==> src/rtl/uart_text_buffer_if.sv <==
// Bundles the UART-side, display-side and echo-side signals of uart_text_buffer.
// Latency: none; wires only.
// Backpressure: echo side is valid/ready; rx side is a one-cycle pulse with no backpressure.
// Ports (slave = text buffer view):
//   rx_valid/rx_data        in   received byte pulse
//   disp_addr / disp_data   in / out  frame read port, 1-cycle latency
//   frame_update, busy      out  frame change pulse, clear in progress
//   cursor_line/cursor_col  out  current cursor position
//   echo_valid/echo_data    out  FWFT echo FIFO head
//   echo_ready              in   echo consumer accept
//   echo_overflow           out  sticky echo drop flag
//   drop_count              out  saturating count of frame-path drops
interface uart_text_buffer_if #(
  parameter int DATA_BITS = 8,
  parameter int AW        = 5,
  parameter int LW        = 1,
  parameter int CW        = 4
);
  logic                 rx_valid;
  logic [DATA_BITS-1:0] rx_data;
  logic [AW-1:0]        disp_addr;
  logic [DATA_BITS-1:0] disp_data;
  logic                 frame_update;
  logic                 busy;
  logic [LW-1:0]        cursor_line;
  logic [CW-1:0]        cursor_col;
  logic                 echo_valid;
  logic [DATA_BITS-1:0] echo_data;
  logic                 echo_ready;
  logic                 echo_overflow;
  logic [7:0]           drop_count;

  modport slave (
    input  rx_valid, rx_data, disp_addr, echo_ready,
    output disp_data, frame_update, busy, cursor_line, cursor_col,
           echo_valid, echo_data, echo_overflow, drop_count
  );

  modport master (
    output rx_valid, rx_data, disp_addr, echo_ready,
    input  disp_data, frame_update, busy, cursor_line, cursor_col,
           echo_valid, echo_data, echo_overflow, drop_count
  );
endinterface

==> src/rtl/uart_text_buffer.sv <==
// Character-terminal frame buffer (CR/LF/BS/FF) between UART RX and an LCD scanner, plus echo FIFO.
// Latency: frame write on the edge after the byte; disp_data 1 cycle; echo_valid 1 cycle after push.
// Backpressure: rx cannot be stalled; 1-deep pending slot while clearing, extra bytes counted in drop_count;
//   echo FIFO drops on full (sticky echo_overflow) unless a pop happens in the same cycle.
// Ports: clk_50MHz, reset (sync, active-high), bus (uart_text_buffer_if.slave, see interface header).
module uart_text_buffer #(
  parameter int              DATA_BITS      = 8,
  parameter int              NUM_LINES      = 2,
  parameter int              CHARS_PER_LINE = 16,
  parameter int              ECHO_FIFO_EXP  = 4,
  parameter logic [DATA_BITS-1:0] FILL_CHAR = 8'h20
) (
  input  logic               clk_50MHz,
  input  logic               reset,
  uart_text_buffer_if.slave  bus
);
  localparam int DEPTH = NUM_LINES * CHARS_PER_LINE;
  localparam int AW    = (DEPTH > 1) ? $clog2(DEPTH) : 1;
  localparam int LW    = (NUM_LINES > 1) ? $clog2(NUM_LINES) : 1;
  localparam int CW    = (CHARS_PER_LINE > 1) ? $clog2(CHARS_PER_LINE) : 1;
  localparam int FD    = 2 ** ECHO_FIFO_EXP;
  localparam int CNTW  = ECHO_FIFO_EXP + 1;

  localparam logic [1:0] ST_CLEAR_ALL  = 2'd0;
  localparam logic [1:0] ST_IDLE       = 2'd1;
  localparam logic [1:0] ST_CLEAR_LINE = 2'd2;

  localparam logic [DATA_BITS-1:0] CH_BS = DATA_BITS'(8'h08);
  localparam logic [DATA_BITS-1:0] CH_LF = DATA_BITS'(8'h0A);
  localparam logic [DATA_BITS-1:0] CH_FF = DATA_BITS'(8'h0C);
  localparam logic [DATA_BITS-1:0] CH_CR = DATA_BITS'(8'h0D);
  localparam logic [DATA_BITS-1:0] CH_LO = DATA_BITS'(8'h20);
  localparam logic [DATA_BITS-1:0] CH_HI = DATA_BITS'(8'h7E);

  // ---------------- frame control state ----------------
  logic [1:0]           state_q, state_d;
  logic [AW-1:0]        clr_cnt_q, clr_cnt_d;
  logic [LW-1:0]        line_q, line_d;
  logic [CW-1:0]        col_q, col_d;
  logic                 pend_full_q, pend_full_d;
  logic [DATA_BITS-1:0] pend_dat_q, pend_dat_d;
  logic [7:0]           drop_q, drop_d;
  logic                 upd_q, upd_d;

  logic                 wr_en;
  logic [AW-1:0]        wr_addr;
  logic [DATA_BITS-1:0] wr_dat;

  logic [DATA_BITS-1:0] frame_mem [DEPTH];
  logic [DATA_BITS-1:0] disp_q;

  logic [DATA_BITS-1:0] cur_byte;
  logic                 have_byte;
  logic [AW-1:0]        line_base;
  logic [AW-1:0]        cur_addr;
  logic [LW-1:0]        line_next;

  // The pending slot always has priority over a fresh rx byte in IDLE.
  assign cur_byte  = pend_full_q ? pend_dat_q : bus.rx_data;
  assign have_byte = pend_full_q | bus.rx_valid;
  assign line_base = AW'(line_q) * AW'(CHARS_PER_LINE);
  assign cur_addr  = line_base + AW'(col_q);
  assign line_next = (line_q == LW'(NUM_LINES - 1)) ? '0 : line_q + LW'(1);

  always_comb begin
    state_d     = state_q;
    clr_cnt_d   = clr_cnt_q;
    line_d      = line_q;
    col_d       = col_q;
    pend_full_d = pend_full_q;
    pend_dat_d  = pend_dat_q;
    drop_d      = drop_q;
    upd_d       = 1'b0;
    wr_en       = 1'b0;
    wr_addr     = '0;
    wr_dat      = FILL_CHAR;

    case (state_q)
      ST_CLEAR_ALL: begin
        wr_en   = 1'b1;
        wr_addr = clr_cnt_q;
        if (clr_cnt_q == AW'(DEPTH - 1)) begin
          state_d   = ST_IDLE;
          clr_cnt_d = '0;
          upd_d     = 1'b1;
        end else begin
          clr_cnt_d = clr_cnt_q + AW'(1);
        end
      end

      ST_CLEAR_LINE: begin
        // line_q already points at the line being cleared
        wr_en   = 1'b1;
        wr_addr = line_base + clr_cnt_q;
        if (clr_cnt_q == AW'(CHARS_PER_LINE - 1)) begin
          state_d   = ST_IDLE;
          clr_cnt_d = '0;
          upd_d     = 1'b1;
        end else begin
          clr_cnt_d = clr_cnt_q + AW'(1);
        end
      end

      ST_IDLE: begin
        if (have_byte) begin
          if (cur_byte >= CH_LO && cur_byte <= CH_HI) begin
            wr_en   = 1'b1;
            wr_addr = cur_addr;
            wr_dat  = cur_byte;
            upd_d   = 1'b1;
            if (col_q == CW'(CHARS_PER_LINE - 1)) begin
              col_d  = '0;
              line_d = line_next;
            end else begin
              col_d = col_q + CW'(1);
            end
          end else if (cur_byte == CH_CR) begin
            col_d = '0;
          end else if (cur_byte == CH_LF) begin
            line_d    = line_next;
            col_d     = '0;
            clr_cnt_d = '0;
            state_d   = ST_CLEAR_LINE;
          end else if (cur_byte == CH_BS) begin
            if (col_q != '0) begin
              col_d   = col_q - CW'(1);
              wr_en   = 1'b1;
              wr_addr = cur_addr - AW'(1);
              upd_d   = 1'b1;
            end
          end else if (cur_byte == CH_FF) begin
            line_d    = '0;
            col_d     = '0;
            clr_cnt_d = '0;
            state_d   = ST_CLEAR_ALL;
          end
        end
      end

      default: begin
        state_d   = ST_CLEAR_ALL;
        clr_cnt_d = '0;
      end
    endcase

    // Pending slot: fills while clearing; in IDLE a full slot is consumed
    // above and refilled by any rx byte arriving in the same cycle.
    if (state_q != ST_IDLE) begin
      if (bus.rx_valid) begin
        if (!pend_full_q) begin
          pend_full_d = 1'b1;
          pend_dat_d  = bus.rx_data;
        end else if (drop_q != 8'hFF) begin
          drop_d = drop_q + 8'd1;
        end
      end
    end else if (pend_full_q) begin
      pend_full_d = bus.rx_valid;
      if (bus.rx_valid) begin
        pend_dat_d = bus.rx_data;
      end
    end
  end

  always_ff @(posedge clk_50MHz) begin
    if (reset) begin
      state_q     <= ST_CLEAR_ALL;
      clr_cnt_q   <= '0;
      line_q      <= '0;
      col_q       <= '0;
      pend_full_q <= 1'b0;
      pend_dat_q  <= '0;
      drop_q      <= '0;
      upd_q       <= 1'b0;
    end else begin
      state_q     <= state_d;
      clr_cnt_q   <= clr_cnt_d;
      line_q      <= line_d;
      col_q       <= col_d;
      pend_full_q <= pend_full_d;
      pend_dat_q  <= pend_dat_d;
      drop_q      <= drop_d;
      upd_q       <= upd_d;
    end
  end

  // Frame RAM: registered read sees the pre-write value on a same-address collision.
  always_ff @(posedge clk_50MHz) begin
    if (wr_en && !reset) begin
      frame_mem[wr_addr] <= wr_dat;
    end
    if ({1'b0, bus.disp_addr} < (AW + 1)'(DEPTH)) begin
      disp_q <= frame_mem[bus.disp_addr];
    end else begin
      disp_q <= FILL_CHAR;
    end
  end

  // ---------------- echo FIFO ----------------
  logic [DATA_BITS-1:0]     fifo_mem [FD];
  logic [ECHO_FIFO_EXP-1:0] wr_ptr_q, wr_ptr_d;
  logic [ECHO_FIFO_EXP-1:0] rd_ptr_q, rd_ptr_d;
  logic [CNTW-1:0]          cnt_q, cnt_d;
  logic                     ovf_q, ovf_d;
  logic                     echo_full;
  logic                     echo_pop;
  logic                     echo_push;

  assign echo_full = (cnt_q == CNTW'(FD));
  assign echo_pop  = (cnt_q != '0) && bus.echo_ready;
  // A pop in the same cycle frees the slot, so a full FIFO still accepts.
  assign echo_push = bus.rx_valid && (!echo_full || echo_pop);

  always_comb begin
    wr_ptr_d = echo_push ? wr_ptr_q + ECHO_FIFO_EXP'(1) : wr_ptr_q;
    rd_ptr_d = echo_pop  ? rd_ptr_q + ECHO_FIFO_EXP'(1) : rd_ptr_q;
    cnt_d    = cnt_q;
    if (echo_push && !echo_pop) begin
      cnt_d = cnt_q + CNTW'(1);
    end else if (!echo_push && echo_pop) begin
      cnt_d = cnt_q - CNTW'(1);
    end
    ovf_d = ovf_q | (bus.rx_valid && !echo_push);
  end

  always_ff @(posedge clk_50MHz) begin
    if (reset) begin
      wr_ptr_q <= '0;
      rd_ptr_q <= '0;
      cnt_q    <= '0;
      ovf_q    <= 1'b0;
    end else begin
      wr_ptr_q <= wr_ptr_d;
      rd_ptr_q <= rd_ptr_d;
      cnt_q    <= cnt_d;
      ovf_q    <= ovf_d;
    end
  end

  always_ff @(posedge clk_50MHz) begin
    if (echo_push && !reset) begin
      fifo_mem[wr_ptr_q] <= bus.rx_data;
    end
  end

  // ---------------- outputs ----------------
  assign bus.disp_data     = disp_q;
  assign bus.frame_update  = upd_q;
  assign bus.busy          = (state_q != ST_IDLE);
  assign bus.cursor_line   = line_q;
  assign bus.cursor_col    = col_q;
  assign bus.echo_valid    = (cnt_q != '0);
  assign bus.echo_data     = fifo_mem[rd_ptr_q];
  assign bus.echo_overflow = ovf_q;
  assign bus.drop_count    = drop_q;
endmodule
==> src/flat_wrapper.sv <==
// flat-port wrapper written by rule: the top's interface ports become plain ports
module uart_text_buffer_flat 
#(
  parameter int              DATA_BITS      = 8,
  parameter int              NUM_LINES      = 2,
  parameter int              CHARS_PER_LINE = 16,
  parameter int              ECHO_FIFO_EXP  = 4,
  parameter logic [DATA_BITS-1:0] FILL_CHAR = 8'h20
)
  (clk_50MHz, reset, bus_rx_valid, bus_rx_data, bus_disp_addr, bus_echo_ready, bus_disp_data, bus_frame_update, bus_busy, bus_cursor_line, bus_cursor_col, bus_echo_valid, bus_echo_data, bus_echo_overflow, bus_drop_count);
  uart_text_buffer_if #(.DATA_BITS(DATA_BITS)) bus_i ();
  input  logic clk_50MHz;
  input  logic reset;
  input wire logic [$bits(bus_i.rx_valid)-1:0] bus_rx_valid;
  input wire logic [$bits(bus_i.rx_data)-1:0] bus_rx_data;
  input wire logic [$bits(bus_i.disp_addr)-1:0] bus_disp_addr;
  input wire logic [$bits(bus_i.echo_ready)-1:0] bus_echo_ready;
  output wire logic [$bits(bus_i.disp_data)-1:0] bus_disp_data;
  output wire logic [$bits(bus_i.frame_update)-1:0] bus_frame_update;
  output wire logic [$bits(bus_i.busy)-1:0] bus_busy;
  output wire logic [$bits(bus_i.cursor_line)-1:0] bus_cursor_line;
  output wire logic [$bits(bus_i.cursor_col)-1:0] bus_cursor_col;
  output wire logic [$bits(bus_i.echo_valid)-1:0] bus_echo_valid;
  output wire logic [$bits(bus_i.echo_data)-1:0] bus_echo_data;
  output wire logic [$bits(bus_i.echo_overflow)-1:0] bus_echo_overflow;
  output wire logic [$bits(bus_i.drop_count)-1:0] bus_drop_count;
  assign bus_i.rx_valid = bus_rx_valid;
  assign bus_i.rx_data = bus_rx_data;
  assign bus_i.disp_addr = bus_disp_addr;
  assign bus_i.echo_ready = bus_echo_ready;
  assign bus_disp_data = bus_i.disp_data;
  assign bus_frame_update = bus_i.frame_update;
  assign bus_busy = bus_i.busy;
  assign bus_cursor_line = bus_i.cursor_line;
  assign bus_cursor_col = bus_i.cursor_col;
  assign bus_echo_valid = bus_i.echo_valid;
  assign bus_echo_data = bus_i.echo_data;
  assign bus_echo_overflow = bus_i.echo_overflow;
  assign bus_drop_count = bus_i.drop_count;
  uart_text_buffer #(.DATA_BITS(DATA_BITS), .NUM_LINES(NUM_LINES), .CHARS_PER_LINE(CHARS_PER_LINE), .ECHO_FIFO_EXP(ECHO_FIFO_EXP), .FILL_CHAR(FILL_CHAR)) u_core (.clk_50MHz(clk_50MHz), .reset(reset), .bus(bus_i));
endmodule
==> config.mk <==
export PLATFORM = sky130hd
export DESIGN_NAME = uart_text_buffer_flat
export DESIGN_NICKNAME = d
export VERILOG_FILES = /design/src/rtl/uart_text_buffer_if.sv /design/src/rtl/uart_text_buffer.sv /design/src/flat_wrapper.sv
export SDC_FILE = /design/constraint.sdc
export NUM_CORES = 1
export LEC_CHECK = 0
export CAP_MARGIN = 20
export CORE_ASPECT_RATIO = 1.75
export CORE_UTILIZATION = 61
export CTS_CLUSTER_SIZE = 20
export DETAILED_ROUTE_END_ITERATION = 8
export GPL_ROUTABILITY_DRIVEN = 0
export PLACE_DENSITY_LB_ADDON = 0.2
export SLEW_MARGIN = 10
export SYNTH_ARGS = -nofsm -noshare
export SYNTH_HDL_FRONTEND = slang
export SYNTH_SLANG_ARGS = --single-unit
==> constraint.sdc <==
create_clock -name clk_50MHz -period 3.7 [get_ports clk_50MHz]
set_input_delay 1.11 -clock clk_50MHz [delete_from_list [all_inputs] [get_ports clk_50MHz]]
set_output_delay 1.11 -clock clk_50MHz [all_outputs]
set_load 0.005 [all_outputs]
Word level (Yosys, flattened, before mapping). Memory sizes are Yosys's and may differ from the RTL's. A register that Yosys moved wholly into a read port is not among the register bits. Cells that the tools add are included.

Register bits after elaboration: 44. Memory bits (writable): 384. Output and inout bits: 33. Word-level logic and storage cells: 150. Memories: 2.

Memories: u_core.frame_mem (words 32, width 8, read ports 1, clocked after memory_dff 1, write ports 1, RTL line uart_text_buffer.sv:49) `logic [DATA_BITS-1:0] frame_mem [DEPTH];`; u_core.fifo_mem (words 16, width 8, read ports 1, clocked after memory_dff 1, write ports 1, RTL line uart_text_buffer.sv:200) `logic [DATA_BITS-1:0] fifo_mem [FD];`.

Add/sub/neg operators: 12. Order comparisons: 2. Equality and inequality tests: 25. Mux-type cells: 68. Bitwise logic cells: 2. Reductions and logical operators: 27.

Operator list (number): $mux W5 (16); $mux W8 (8); $mux W4 (9); $eq A8 B4 Y1 const B (4); $pmux W5 S3 (2); $mux W1 (22); $mux W2 (8); $add A4 B1 Y4 const B (3); $add A5 B1 Y5 const B (2); $eq A5 B5 Y1 const B (2); $ne A2 B1 Y1 const B (5); $ne A2 B2 Y1 const B (5); $reduce_bool A5 Y1 (2); $sub A5 B1 Y5 const B (2); $add A8 B1 Y8 const B (1); $ge A8 B6 Y1 const B (1); $le A8 B7 Y1 const B (1); $logic_and A1 B1 Y1 (8); $ne A8 B8 Y1 const B (1); $reduce_and A4 Y1 (2); $reduce_and A7 Y1 (1); $ne A3 B1 Y1 const B (2); $pmux W2 S3 (1); $reduce_and A6 Y1 (1); 22 further kinds (27).

Longest topological paths before layout. Gate-level depths: netlist of run 1.

Depth in word-level cells: 11. Depth in mapped cells: 14. Depth with buffers taken out: 13.

Worst setup path after synthesis of run 1. Ideal clock, no wire load.

Path type: input to register. Start point: input bus_rx_valid. End point: register u_core.cnt_q[4]. Library setup time: 0.070 ns. Arrival time: 3.318 ns. Path slack: 0.311 ns. Stages on the path: 11. Buffers on the path: 2. Cells stage by stage: clkbuf_1 -> nor2b_1 -> clkbuf_1 -> ha_1 -> inv_1 -> fa_1 -> a21o_1 -> a21oi_1 -> xnor2_1 -> or3_1 -> a21oi_1.

Longest elaborated chain between the ends: 4. Elaborated cells on any way between the ends: 6. Those cells by class: 1 x mux; 5 x reduce/logical.

Ends and longest elaborated chain: start: declaration (RTL line flat_wrapper.sv:14) `input wire logic [$bits(bus_i.rx_valid)-1:0] bus_rx_valid;`; $logic_and A1 B1 Y1 (*) (RTL line uart_text_buffer.sv:212) `assign echo_push = bus.rx_valid && (!echo_full || echo_pop);`; net u_core.echo_push (RTL line uart_text_buffer.sv:207) `logic echo_push;`; $logic_not A1 Y1 (RTL line uart_text_buffer.sv:220) `end else if (!echo_push && echo_pop) begin`; $logic_and A1 B1 Y1 (RTL line uart_text_buffer.sv:220); $reduce_bool A2 Y1 (no line); end signal: assignment (RTL line uart_text_buffer.sv:235) `cnt_q <= cnt_d;`; end: declaration (RTL line uart_text_buffer.sv:203) `logic [CNTW-1:0] cnt_q, cnt_d;`.

The timed path passes the listed nets; every way through them passes the cells marked *. A chain may end at the register's enable or synchronous reset.

==> key figures, run 1 <==
Status
  • Status: finished clean

Global route
  • Tot GR Track Use: 26.7%
  • Grt total ovfl: 0
  • Vias in the first global route: 9,787
  • First-pass GRT wire length: 58,600 um
  • Initial antenna violation count: 0
  • Largest net degree at the start of global routing: 65

Yosys
  • Seq/Total Area, Yosys: 70.5%
  • Post-synth ARST share: 0%
  • Cell Area, Synth: about 0.018 sq mm
  • Most common flop cell mapped by yosys: edfxtp_1
  • Flops & latches, synth: 440
  • EDFF count, synth: 384
  • Synth cell types: 74
  • Yosys Warn Count: 0
  • Syn avg cell area: 18.3 sq um
  • Syn Inst Count: 979

Critical path
  • Endpoint type of the worst setup path: output pin
  • Crit Path Max Fanout: 8
  • Arr. time, crit path: 2.54 ns
  • Setup crit start kind: flip-flop
  • Worst endpoint required time: 2.59 ns
  • Crit path kind: flip-flop to output pin

Timing
  • Fmax: 0.274 GHz
  • Unrepaired setup endpoints after global routing: no
  • Setup TNS: 0 ns
  • Worst-margin pin slew: 0.834 ns
  • Tmin final: 3.65 ns
  • Final Hold Vio Count: 0
  • Slew Viols, Final: 0
  • Endpoints failing setup: 0
  • Worst clock skew: between 0.01 and 0.015 ns
  • Max-slew headroom: 44.1%
  • Final period util: 98.6%

Final layout
  • Commonest cells after routing, fill and taps aside: 384 x edfxtp_1, 120 x mux4_2, 108 x buf_4
  • # diodes: 0
  • Area of the multi-input gates: 0.00514 sq mm
  • Reg area: 0.0127 sq mm
  • # fillers: roughly 1,800
  • Syn-to-layout area delta: 16.9%
  • Fin util: between 70% and 80%
  • Final nets: 1,203
  • Post-Layout Cell Count: 1,574
  • Layout cell share with drive strength beyond 1: 27.6%
  • Most common cell after layout, fill and taps aside: edfxtp_1

CTS
  • Root Driver: clkbuf_16
  • CTS Sinks: 440
  • Max Buffers Root-to-Sink: 3
  • Clk_lat worst skew: 0.53 ns
  • CTS tree: built
  • H-tree depth: 2
  • Total CTS buffers: 37
  • Worst-path clk slew: 0.06 ns

Detailed routing
  • Metal3 WL: about 1800 um
  • WL per Instance: 24.5 um
  • Antenna Nets Post-Route: 0
  • Remaining DRCs: 0
  • Vias post-DR: 9,563
  • Post-Route WL: 38,600 um
  • First-pass detailed-route iteration total: 5
  • Metal-1 WL: around 13,000 um
  • Wire length on met2: 22,400 um
  • Highest Signal Layer: met4
  • Post-DR vias/cell: 6.08
  • Iter 0 DRT Violations: 600

Placement
  • DP Wirelength: approximately 25,000 um
  • Placed Instances: 1,497
  • Number of I/O port buffers: 49

Pwr
  • VDD IR-drop max: 0.000574 V
  • Leak pwr: ~7.5 nW
  • Power Dens Cells: 514 mW/mm^2
  • Power Total: 10.8 mW

Floorplanning
  • Die outline width: 132 um
  • Core area: between 0.02 and 0.03 sq mm
  • Io pins: 50
  • Die area: 0.0301 sq mm
  • Starting Density: 62.4%
  • Row Count: 82
  • Die height: around 230 um

Min path
  • Worst Hold Class: flip-flop to flip-flop

Flow run
  • Max Cap Viol: 0
state kept, by name (all words and copies together) (netlist names), 5 cells and up, named ones only:
register / cells
u_core.bus.drop_count: 8
u_core.clr_cnt_q: 5
u_core.pend_dat_q: 8
u_core.cnt_q: 5
u_core.frame_mem: 256
u_core.bus.disp_data: 8
u_core.fifo_mem: 128
cells in the mapped netlist, types with 3 or more instances:
cell | count | area share (%)
nor2b_1 | 10 | 0.35
a31oi_1 | 5 | 0.17
a21oi_1 | 19 | 0.53
a311oi_1 | 3 | 0.15
edfxtp_1 | 384 | 64
nand3_1 | 19 | 0.53
o21ai_0 | 11 | 0.31
clkbuf_1 | 24 | 0.50
a22oi_1 | 5 | 0.21
buf_1 | 8 | 0.17
buf_2 | 11 | 0.31
mux4_2 | 120 | 15
mux2_2 | 9 | 0.57
nor2_1 | 109 | 2.3
xnor2_1 | 8 | 0.39
or3_1 | 7 | 0.24
nand2_1 | 30 | 0.63
inv_1 | 14 | 0.29
mux2i_1 | 17 | 0.95
buf_6 | 4 | 0.25
nand4_1 | 5 | 0.17
a21o_1 | 5 | 0.21
xor2_1 | 9 | 0.44
and3_1 | 5 | 0.17
ha_1 | 17 | 1.2
nor3_1 | 4 | 0.11
a211oi_1 | 4 | 0.17
dfxtp_1 | 56 | 6.3
stage by stage:
stage	worst slack, ns	instance area [sq um]	hold WS, ns
finish	0.0519	21000	0.489
global route	0.00241	21000	0.517
CTS	0.0812	20900	0.492
detailed placement	-0.137	19700	0.480
global placement	-0.0906	19700	0.472
floorplan	0.311	18100	0.459
final timing paths:
| path | from | to | slack [ns] | depth (start not counted) |
|---|---|---|---|---|
| worst max register to register | u_core.bus.cursor_col[0] | u_core.frame_mem[1][2] | 0.59 | 10 |
| worst min-delay path | u_core.cnt_q[4] | u_core.cnt_q[4] | 0.49 | 2 |
| worst min register to register | u_core.cnt_q[4] | u_core.cnt_q[4] | 0.49 | 2 |
| worst max-delay path | flip-flop | bus_echo_data[1] | 0.05 | 4 |
kinds of logic after synthesis:
kind of cell    synth area share [%]
flops                           70.5
simple gates                    5.64
mux                             16.6
compound gates                  3.57
buf+inv                         1.52
fa+ha+maj                       1.30
xor+xnor                       0.830
other cells                   0.0209
timing repair:
item | in CTS | in global routing
setup buffers | 0 | 8
resized for setup | 11 | 0
hold buffers | 0 | 0
setup endpoints to repair | 8 | 1
gates cloned | 2 | 0
hold endpoints to repair | 0 | 0
final cells by class:
class | instances | area share, %
flip-flops and latches | 440 | 60.4
multi-input cells | 509 | 24.5
clock inverters | 17 | 0.680
well taps | 378 | 2.26
inverters | 14 | 0.251
repair buffers | 166 | 7.09
clock buffers | 50 | 4.85
report_power, final:
part | leakage (nW) | internal, mW | switching [mW] | total, mW
Clock | 0.561 | 2.08 | 1.70 | 3.78
Combinational | 2.56 | 0.816 | 0.643 | 1.46
Sequential | 4.34 | 5.44 | 0.0857 | 5.53
Total | 7.47 | 8.34 | 2.43 | 10.8
metal layers:
metal	global-route usage (%)	vias up
li1	-	4278
met1	29.6	4882
met2	51.7	329
met3	3.15	74
met4	10.1	0
met5	0	-
worst max-delay path, stage by stage (launching register included):
cell	delay, ns
dfxtp_4	0.43
buf_12	0.17
mux4_2	0.57
mux4_2	0.54
dlygate4sd2_1	0.30
Power figures use the tool's default switching activity.
==> run 2, diff against run 1 <==
--- a/config.mk
+++ b/config.mk
@@ -7,6 +7,7 @@
 export LEC_CHECK = 0
 export CAP_MARGIN = 20
 export CORE_ASPECT_RATIO = 1.75
+export CORE_MARGIN = 5
 export CORE_UTILIZATION = 61
 export CTS_CLUSTER_SIZE = 20
 export DETAILED_ROUTE_END_ITERATION = 8
==> run 2 against run 1 <==
Die area rose by 9.8%. Largest cell class unchanged. Total power rose by 4.0%. Combinational power barely moved. Flip-flop and latch count did not move. Sequential share of layout area fell by 0.88 points. Final cell count rose by 0.95%. Critical path type unchanged. Non-clock buffer count rose by 8. Sequential power barely moved. Core utilization fell by 0.073 points.
==> key figures, run 2 (synthesis results as in run 1) <==
Global route
  • Busiest layer in global routing: met2
  • Grt met3 use: 3.37% (+0.23 points)
  • Tot GR Track Use: 25.1% (-1.6 points)
  • Grt total ovfl: 0 (unchanged)
  • GRT met1 Usage: 27.3% (-2.2 points)
  • First-pass GRT wire length: 61,900 um (+5.7%)
  • Initial antenna violation count: 1 (+1)
  • Met2 Track Usage GR: 48.5% (-3.2 points)
  • Largest net degree at the start of global routing: 56 (-14%)
  • Vias in the first global route: 10,200 (+4.1%)

Critical path
  • Crit path kind: flip-flop to output pin
  • Crit path largest cell delay: 0.48 ns (-0.09 ns)
  • Critical path cell sequence: buf_16 -> buf_4 -> mux4_2 -> mux4_2 -> dlygate4sd2_1
  • Endpoint type of the worst setup path: output pin
  • Setup crit start kind: flip-flop
  • Highest-delay cell along the critical path: mux4_2
  • Crit Path Max Fanout: 7 (-1)
  • Arr. time, crit path: 2.54 ns (about the same)
  • Worst endpoint required time: 2.59 ns (about the same)
  • CP most frequent cell: mux4_2
  • Setup slack, reg-to-reg: 0.66 ns (+0.07 ns)

Timing
  • Final period util: 98.6% (about the same)
  • Setup TNS: 0 ns (unchanged)
  • Final worst setup slack: 0.0517 ns (-0.000184 ns)
  • Tmin final: 3.65 ns (+0.000184 ns)
  • Max-slew headroom: 37.4% (-6.6 points)
  • Worst-margin pin slew: 0.933 ns (+0.0988 ns)
  • Worst clock skew: 0.0295 ns (+0.0154 ns)
  • Slew Viols, Final: 0 (unchanged)
  • Final Hold Vio Count: 0 (unchanged)
  • Fmax: 0.274 GHz (about the same)
  • Endpoints failing setup: 0 (unchanged)
  • Hold_ws: 0.497 ns (+0.00804 ns)

Floorplanning
  • Starting Density: 61.5% (-0.97 points)
  • Die height: 237 um (+3.5%)
  • Row Count: 83 (+1.2%)
  • Die area: 0.0331 sq mm (+9.8%)
  • Die outline width: 140 um (+6.1%)
  • Core area: 0.0292 sq mm (+1.6%)
  • Io pins: 50 (unchanged)

CTS
  • Clk_lat worst skew: 0.57 ns (+0.04 ns)
  • Max Buffers Root-to-Sink: 3 (unchanged)
  • Root Driver: clkbuf_16
  • H-tree depth: 2 (unchanged)
  • CTS Sinks: 440 (unchanged)
  • Total CTS buffers: 38 (+2.7%)
  • Worst-path clk slew: 0.06 ns (about the same)
  • CTS tree: built
  • CTS Hold Bufs: 0 (unchanged)

Min path
  • Worst Hold Class: flip-flop to flip-flop

Final layout
  • # diodes: 0 (unchanged)
  • Top reg by flops: u_core.frame_mem
  • Commonest cells after routing, fill and taps aside: 384 x edfxtp_1, 120 x mux4_2, 111 x buf_4
  • Syn-to-layout area delta: 18.6%
  • Top flop regs: u_core.frame_mem: 256 flops, u_core.fifo_mem: 128 flops
  • Final nets: 1,212 (+0.75%)
  • Most common cell after layout, fill and taps aside: edfxtp_1
  • Fin util: 72.9% (about the same)
  • Largest register FFs: 256 (unchanged)
  • Layout cell share with drive strength beyond 1: 28.8% (+1.2 points)

Detailed routing
  • Iter 0 DRT Violations: 752 (+25%)
  • Post-DR vias/cell: 6.14 (+1.0%)
  • Antenna Nets Post-Route: 0 (unchanged)
  • WL per Instance: 26.0 um (+6.2%)
  • Post-Route WL: 41,400 um (+7.2%)
  • First-pass detailed-route iteration total: 5 (unchanged)
  • Remaining DRCs: 0 (unchanged)
  • Vias post-DR: 9,754 (+2.0%)

Pwr
  • Leak pwr: 7.61 nW (+1.9%)
  • VDD IR-drop max: 0.000651 V (+13%)
  • Power Dens Cells: 526 mW/mm^2 (+2.5%)

Placement
  • DP Wirelength: 26,100 um (+4.0%)
  • Place WS: -0.0981 ns (+0.0386 ns)
  • Number of I/O port buffers: 49 (unchanged)

Flow run
  • Max Cap Viol: 0 (unchanged)

Status
  • Status: finished clean
[run 2: cell types whose count changed in the layout (fill, tap and decap cells not counted)]
cell,previous run,this run
clkdlybuf4s15_1,0,2
bufinv_16,2,6
inv_8,0,1
dlygate4sd2_1,8,6
clkbuf_8,0,1
clkinv_4,1,4
clkinv_8,0,2
clkinv_16,0,1
clkbuf_1,11,4
clkinvlp_4,2,1
buf_12,8,12
buf_4,108,111
[run 2: where the power goes]
| part | switching, mW | internal, mW | leakage (nW) | total, mW |
|---|---|---|---|---|
| Sequential | 0.0876 | 5.44 | 4.34 | 5.53 |
| Clock | 1.81 | 2.37 | 0.647 | 4.18 |
| Combinational | 0.662 | 0.824 | 2.62 | 1.49 |
[run 2: path summary, 6_finish.rpt]
path / start / end / cells after the start
worst min register to register: u_core.bus.echo_overflow / u_core.bus.echo_overflow / 2
worst max register to register: u_core.cnt_q[0] / u_core.cnt_q[4] / 12
worst min-delay path: u_core.bus.echo_overflow / u_core.bus.echo_overflow / 2
worst max-delay path: flip-flop / bus_echo_data[1] / 5
[run 2: timing repair]
item | in CTS | in global routing
cloned | 2 | 1
setup buffers | 0 | 5
setup endpoints to repair | 8 | 1
gates resized for setup | 11 | 2
[run 2: cell type report]
cell class	count	area [sq um]
Clock inverter	27	355
Tap cell	382	478
Timing Repair Buffer	174	1620
Fill cell	1722	7900
Multi-Input combinational cell	509	5140
Inverter	14	52.6
Clock buffer	43	980
Sequential cell	440	12700
[run 2: metal layers]
layer	up-vias	routed length [um]
li1	4291	-
met1	5027	13800
met2	335	23700
met3	101	2020
met4	0	1830
met5	-	0
[run 2: worst max-delay path, delay by kind of cell, from the launching register on]
kind,cells,cell delay [ns]
muxes,2,0.95
buffers and inverters,3,0.58
DFF,1,0.46
[run 2: through the flow]
stage | power (mW) | cell area (sq um) | instances
floorplan | 6.47 | 18100 | 1010
global placement | 6.92 | 19800 | 1511
detailed placement | 6.94 | 19800 | 1511
CTS | 11.2 | 21200 | 1583
global route | 11.6 | 21300 | 1589
finish | 11.2 | 21300 | 1589
